File: config.mk
export PLATFORM = sky130hd
export DESIGN_NAME = branch_ctrl
export DESIGN_NICKNAME = d
export VERILOG_FILES = /design/src/rtl/branch_pkg.sv /design/src/rtl/branch_lut.sv /design/src/rtl/branch_ctrl.sv
export SDC_FILE = /design/constraint.sdc
export NUM_CORES = 1
export LEC_CHECK = 0
export ABC_AREA = 1
export CAP_MARGIN = 20
export CELL_PAD_IN_SITES_DETAIL_PLACEMENT = 1
export CELL_PAD_IN_SITES_GLOBAL_PLACEMENT = 1
export CORE_UTILIZATION = 45
export DETAILED_ROUTE_END_ITERATION = 7
export GPL_TIMING_DRIVEN = 0
export PLACE_DENSITY = 0.87
export SLEW_MARGIN = 20
export SYNTH_ARGS = -nofsm -noshare
export SYNTH_HDL_FRONTEND = slang
export SYNTH_SLANG_ARGS = --single-unit
File: constraint.sdc
create_clock -name CLK -period 1.7 [get_ports CLK]
set_clock_uncertainty 0.15 [all_clocks]
set_input_delay 0.34 -clock CLK [delete_from_list [all_inputs] [get_ports CLK]]
set_output_delay 0.34 -clock CLK [all_outputs]
set_load 0.02 [all_outputs]
File: src/rtl/branch_pkg.sv
// Shared definitions for the branch controller: instruction field layout,
// control opcodes and the run/halt state encoding.
package branch_pkg;

  localparam int INSTR_W = 9;
  localparam int OPC_MSB = 8;
  localparam int OPC_LSB = 5;
  localparam int IDX_MSB = 4;
  localparam int IDX_LSB = 0;

  typedef logic [OPC_MSB-OPC_LSB:0] opcode_t;

  localparam opcode_t OP_CMP  = 4'hC;
  localparam opcode_t OP_BR   = 4'hD;
  localparam opcode_t OP_JMP  = 4'hE;
  localparam opcode_t OP_HALT = 4'hF;

  typedef enum logic {
    RUN    = 1'b0,
    HALTED = 1'b1
  } state_t;

  function automatic opcode_t get_opcode(input logic [INSTR_W-1:0] instr);
    return instr[OPC_MSB:OPC_LSB];
  endfunction

endpackage

File: src/rtl/branch_lut.sv
// Branch target table: synchronous write, combinational read. Contents are not
// reset; a read of the address being written this cycle returns the old word.
module branch_lut #(
  parameter int AW = 5,
  parameter int DW = 16
) (
  input  logic          clk,
  input  logic          we_i,
  input  logic [AW-1:0] waddr_i,
  input  logic [DW-1:0] wdata_i,
  input  logic [AW-1:0] raddr_i,
  output logic [DW-1:0] rdata_o
);

  logic [DW-1:0] mem [2**AW];

  always_ff @(posedge clk) begin
    if (we_i) begin
      mem[waddr_i] <= wdata_i;
    end
  end

  assign rdata_o = mem[raddr_i];

endmodule

File: src/rtl/branch_ctrl.sv
// Control-flow source for the fetch unit: FLAG register, target LUT, run/halt FSM
// and run-cycle watchdog. Defining BRANCH_STATS_EN adds the Taken_Count port.
module branch_ctrl
  import branch_pkg::*;
#(
  parameter int          LUT_AW   = 5,
  parameter logic [15:0] WDOG_MAX = 16'hFFFF
) (
  input  logic               CLK,
  input  logic               Init,
  input  logic [INSTR_W-1:0] Instr,
  input  logic               Cmp_Result,
  input  logic               Lut_We,
  input  logic [LUT_AW-1:0]  Lut_Addr,
  input  logic [15:0]        Lut_Data,
  output logic               Branch_abs,
  output logic               FLAG_OUT,
  output logic [15:0]        Target,
  output logic               Halt,
  output logic               Done,
  output logic               Timeout,
`ifdef BRANCH_STATS_EN
  output logic [15:0]        Taken_Count,
`endif
  output logic [15:0]        Cycle_Count
);

  localparam logic [15:0] CNT_SAT = 16'hFFFF;

  state_t      state_q;
  logic        flag_q;
  logic        done_q;
  logic        timeout_q;
  logic [15:0] cnt_q;
  opcode_t     opcode;
  logic        wdog_hit;
  logic        br_d;
  logic        flag_d;
  logic        halt_d;

  assign opcode = get_opcode(Instr);

  branch_lut #(
    .AW (LUT_AW),
    .DW (16)
  ) u_lut (
    .clk     (CLK),
    .we_i    (Lut_We),
    .waddr_i (Lut_Addr),
    .wdata_i (Lut_Data),
    .raddr_i (Instr[LUT_AW-1:0]),
    .rdata_o (Target)
  );

  // A zero limit disables the watchdog entirely.
  assign wdog_hit = (WDOG_MAX != 16'd0) && (state_q == RUN) && (cnt_q == WDOG_MAX);

  always_comb begin
    br_d   = 1'b0;
    flag_d = 1'b0;
    halt_d = 1'b0;
    if (state_q == HALTED || wdog_hit) begin
      halt_d = 1'b1;
    end else begin
      case (opcode)
        OP_BR: begin
          br_d   = 1'b1;
          flag_d = flag_q;
        end
        OP_JMP: begin
          br_d   = 1'b1;
          flag_d = 1'b1;
        end
        OP_HALT: halt_d = 1'b1;
        default: ;
      endcase
    end
  end

  assign Branch_abs  = br_d;
  assign FLAG_OUT    = flag_d;
  assign Halt        = halt_d;
  assign Done        = done_q;
  assign Timeout     = timeout_q;
  assign Cycle_Count = cnt_q;

  always_ff @(posedge CLK) begin
    if (Init) begin
      state_q   <= RUN;
      flag_q    <= 1'b0;
      done_q    <= 1'b0;
      timeout_q <= 1'b0;
      cnt_q     <= 16'd0;
    end else begin
      case (state_q)
        RUN: begin
          if (opcode == OP_CMP) begin
            flag_q <= Cmp_Result;
          end
          // The count stops at the watchdog limit so it reads back the limit after a forced halt.
          if (wdog_hit) begin
            state_q   <= HALTED;
            done_q    <= 1'b1;
            timeout_q <= 1'b1;
          end else begin
            if (cnt_q != CNT_SAT) begin
              cnt_q <= cnt_q + 16'd1;
            end
            if (opcode == OP_HALT) begin
              state_q <= HALTED;
              done_q  <= 1'b1;
            end
          end
        end
        HALTED: ;
        default: state_q <= RUN;
      endcase
    end
  end

`ifdef BRANCH_STATS_EN
  logic [15:0] taken_q;

  always_ff @(posedge CLK) begin
    if (Init) begin
      taken_q <= 16'd0;
    end else if (br_d && flag_d && taken_q != CNT_SAT) begin
      taken_q <= taken_q + 16'd1;
    end
  end

  assign Taken_Count = taken_q;
`endif

endmodule

* After elaboration in Yosys (flattened, before gate mapping)
Memories as Yosys holds them, arrays and structs flattened. Cells that the tools add are included.
Storage, ports and cells: flip-flop bits (word level) 20, RAM bits 512, output and inout bits 37, memories 1
Memory list:
- u_lut.mem | words 32, width 16, read ports 1, clocked after Yosys merged registers in 0, write ports 1, RTL line branch_lut.sv:15 | logic [DW-1:0] mem [2**AW];
Operators by class: add/sub/neg operators 1, eq/ne operators 6, mux-type cells 12, bitwise operators 2, reduce and logical (&&, ||, !) cells 8
Operator list (number):
- $add A16 B1 Y16 const B | 1
- $eq A16 B16 Y1 const B | 1
- $eq A4 B4 Y1 const B | 4
- $ne A16 B16 Y1 const B | 1
- $mux W1 | 11
- $reduce_and A2 Y1 | 3
- $reduce_and A3 Y1 | 1
- $not A1 Y1 | 2
- $pmux W1 S2 | 1
- $reduce_bool A2 Y1 | 1
- $reduce_or A2 Y1 | 1
- $logic_and A1 B1 Y1 | 1
- $logic_or A1 B1 Y1 | 1

* Longest topological paths before layout
word-level depth 4, gate-level depth with buffers 12, gate-level depth less buffers 9

* By module
From an unflattened synthesis, not the netlist that was laid out.
Second synthesis, totals: cells, all modules 1957, area, all modules 22132.5 um2
By module, submodules not included:
- branch_lut | times used 1, cells an instance 1778, area each 20981.4 um2, sequential area each 15374.7 um2
- branch_ctrl | times used 1, cells an instance 179, area each 1151.1 um2, sequential area each 400.4 um2

* Worst setup path after synthesis
OpenSTA, ideal clock, no wires.
path kind register to output, start point register cnt_q[0], in the netlist Cycle_Count[0], end point output port Branch_abs, data arrival time 1.582 ns, slack -0.372 ns, stages on the path, launching flop included 8, path buffers 1, path through dfxtp_1 -> ha_1 -> nand3_2 -> inv_2 -> nand2_4 -> o21ai_4 -> buf_8 -> a21oi_1
Between the ends: longest elaborated chain between the ends 4
Ends and longest elaborated chain:
- start: declaration | RTL line branch_ctrl.sv:34 | logic [15:0] cnt_q;
- start signal: assignment | RTL line branch_ctrl.sv:107 | cnt_q <= cnt_q + 16'd1;
- $eq A16 B16 Y1 | RTL line branch_ctrl.sv:56 | assign wdog_hit = (WDOG_MAX != 16'd0) && (state_q == RUN) && (cnt_q == WDOG_MAX);
- $logic_and A1 B1 Y1 | RTL line branch_ctrl.sv:56
- $logic_or A1 B1 Y1 | RTL line branch_ctrl.sv:62 | if (state_q == HALTED || wdog_hit) begin
- $mux W1 | RTL line branch_ctrl.sv:62
- end: declaration | RTL line branch_ctrl.sv:16 | output logic Branch_abs,
Every way passes these cells.

* Worst setup path in the final report
start point memory u_lut.mem[3][0], end point output port Target[0]
Between the ends: longest elaborated chain between the ends 1
Ends and longest elaborated chain:
- start: declaration | RTL line branch_lut.sv:15
- $mem_v2 Z32 W16
- end: declaration | RTL line branch_ctrl.sv:18 | output logic [15:0] Target,
Every way passes these cells.

==> results.md <==
* Crit path required time at 1.21 ns
* Setup TNS at -14.76 ns
* Slew HR at 0.337
* Row cnt at 80
* CP startpoint kind: flip-flop
* Failing checks: negative setup slack
* Share of cells above drive strength 1 at 0.358
* CTS sink cnt at 532
* Post-DP HPWL at 48,400 um
* Initial core utilization at 0.458
* CP max stage delay at 0.45 ns
* CP Cell Sequence: nand2_1 -> nand3_2 -> nand3_2 -> nand2_1 -> nand2_1 -> nand2_2 -> nand2_2 -> nand2_2 -> buf_6
* IO buf count at 66
* Tightest Pin Transition at 0.995 ns
* Multi-input gate area at 7510 um2
* Pin count of the biggest net entering global routing at 33
* DRT antenna net count at 0
* P&R area growth vs syn at 30.9%
* Mapped Avg Cell Area at 11.2 um2
* VDD IR max at 1.35 mV
* Biggest area consumer among synthesized cells: edfxtp_1
* Fin worst setup slack at -0.883 ns
* Crit path max fanout at 1
* Slowest CP cell: edfxtp_1
* Clk slew on worst S/H paths at 0.07 ns
* Die area at 49,600 um2
* Leakage at 10.6 nW
* Number of buffers created by CTS at 54
* Routability cong. at 0.919
* Reg area at 15,800 um2
* Non-filler instance count after layout at 2,828
* Seq cells post-synth at 532
* Fillcell total at 4,709
* CP arrival at 2.09 ns
* CTS root buf: clkbuf_16
* Unrepaired setup endpoints after global routing: yes
* Seq/Total Area, Yosys at 0.720
* CP Class: reg2out
* Number of DRC markers in iteration 0 at 2,407
* Residual DRC at 0
* Outcome: finished, violations left
* Vias in the first global route at 18,800
* First-pass GRT wire length at 119,000 um
* Pins Over Slew Limit at 0
* Clock Latency Late Sink at 0.60 ns
* Post-Syn Instances at 1,957
* Final hold vios at 0
* I/O pins at 71
* Fmax at 0.387 GHz
* Post-Route WL at 87,500 um
* Initial antenna violation count at 3
* Worst min path class: in2reg
* Mapped cell area at 21,900 um2
* CTS tree: built
* Overflow after GRT at 0
* Drt first pass iters at 6
* Top cell type's share of synthesized area at 0.702
* H-tree depth at 2
* Final Cell Area at 28,700 um2
* Mean routed wirelength per cell at 30.9 um
* Top cells by area, synth: edfxtp_1 (70%), nand2_1 (13%), nand3_1 (9.2%), dfxtp_1 (1.8%), buf_2 (1.2%)
* Placed cell count at 2,659
* Setup-failing EPs final at 39
* Die Height at 223 um
* Yosys warns at 0
* Post-synthesis cell type count at 28
* Fin crit share at 1.52
* Placed cell area at 24,000 um2
* Max cap viols at 0
* Crit end category: primary output
* Die width at 223 um
* Pwr/cell area at 1030 nW/um2
* Min cycle time layout at 2.58 ns
* Via density at 6.33
* Core Area at 47,800 um2
* Total track usage at 0.330
* Final #Nets at 2,204
* Clock Path Buffers at 3
* Post-Syn Nets at 1,992
* Vias at 17,900
worst max-delay path: cells and delay by family (launching register included):
| family | cells | cell delay (ns) |
|---|---|---|
| flops | 1 | 0.45 |
| buf+inv | 1 | 0.13 |
| simple gates | 8 | 0.90 |
area by class of cell:
class	instances	area share
sequential	532	0.552
clock inverter	31	0.00982
multi-input combinational	1283	0.262
clock buffer	67	0.0488
timing repair buffer	156	0.0582
inverter	30	0.00445
tap	615	0.0268
antenna	2	0.000175
buffer	112	0.0378
Yosys cell counts:
| library cell | n |
|---|---|
| nand3_1 | 404 |
| nand4_1 | 8 |
| buf_4 | 3 |
| o21ai_4 | 1 |
| inv_2 | 2 |
| nor3_1 | 1 |
| inv_1 | 27 |
| nand2_1 | 778 |
| a21oi_2 | 8 |
| clkbuf_1 | 29 |
| edfxtp_1 | 512 |
| ha_1 | 1 |
| nor2_4 | 2 |
| buf_1 | 25 |
| nand2_4 | 1 |
| buf_8 | 1 |
| buf_2 | 53 |
| xor2_1 | 2 |
| or2_2 | 1 |
| o21ai_0 | 7 |
| dfxtp_1 | 20 |
| nor2_1 | 50 |
| nand3_2 | 1 |
| buf_6 | 1 |
| inv_4 | 1 |
| xnor2_1 | 4 |
| nand2_2 | 2 |
| a21oi_1 | 12 |
metrics by stage:
step	setup slack (ns)	hold slack, ns	power (W)	utilization
finish	-0.883	0.0522	0.0296	0.599
global route	-0.880	0.0390	0.0300	0.599
CTS	-0.694	0.0220	0.0289	0.576
detailed placement	-2.14	0.300	0.0171	0.502
global placement	-2.10	0.288	0.0170	0.496
floorplan	-0.173	0.274	0.0160	-
power breakdown:
group | switching [W] | internal (W)
Combinational | 0.00222 | 0.000944
Clock | 0.00536 | 0.00648
Sequential | 0.0000655 | 0.0145
Total | 0.00765 | 0.0219
cells by family after synthesis:
kind of cell / count (synthesis) / share of synthesized area
xor gates and xnor gates: 6 / 0.00240
AOI/OAI and AO/OA: 28 / 0.00828
DFF: 532 / 0.720
and+or+nand+nor: 1248 / 0.240
buffers and inverters: 142 / 0.0289
adders and majority gates: 1 / 0.000571
final timing paths:
check,cells past startpoint,slack [ns],endpoint,startpoint
min reg2reg,2,0.31,Timeout,Timeout
max,9,-0.88,Target[0],u_lut.mem[3][0]
max reg2reg,10,-0.08,Cycle_Count[5],Cycle_Count[14]
min,1,0.05,u_lut.mem[8][3],Lut_Data[3]
sequential cells by signal, summed over array words and instances, names as in the netlist:
name	flops
u_lut.mem	512
Cycle_Count	16
Done	1
Timeout	1
flag_q	1
state_q	1
cells in the final DEF, fill, tap and decap left out, types with 4 or more instances in the layout:
cell type and n:
clkbuf_16 56, dfxtp_4 14, clkbuf_4 5, xnor2_1 4, clkbuf_1 18, inv_1 22, nand2_1 601, inv_2 4
edfxtp_1 512, nand4_1 8, nand2_2 161, a21oi_1 9, clkbuf_2 9, nand3_4 20, nand2_4 19, nor2_1 13
a21oi_2 9, dfxtp_1 4, buf_2 36, nand3_2 188, clkinv_1 8, nor2_4 34, o21ai_0 6, clkbuf_8 10
nor2_2 5, buf_12 25, buf_6 78, clkinv_2 14, clkdlybuf4s50_1 6, nand3_1 197, bufinv_16 4, buf_8 12
buf_4 70
timing repair:
| item | 4_1_cts | 5_1_grt |
|---|---|---|
| buffers inserted | 50 | 17 |
| hold buffers | 2 | 0 |
| endpoints found under the setup margin | 555 | 496 |
| resized for setup | 523 | 257 |
| hold endpoints to repair | 14 | 0 |
| pin swaps | 175 | 140 |
metal layers:
metal | vias up | track usage | share of wire
li1 | 7209 | - | -
met4 | 2 | 0.218 | 0.079
met5 | - | 0 | 0.000091
met1 | 8889 | 0.377 | 0.34
met3 | 423 | 0.0608 | 0.099
met2 | 1384 | 0.568 | 0.48
(Power assumes the default switching activity.)
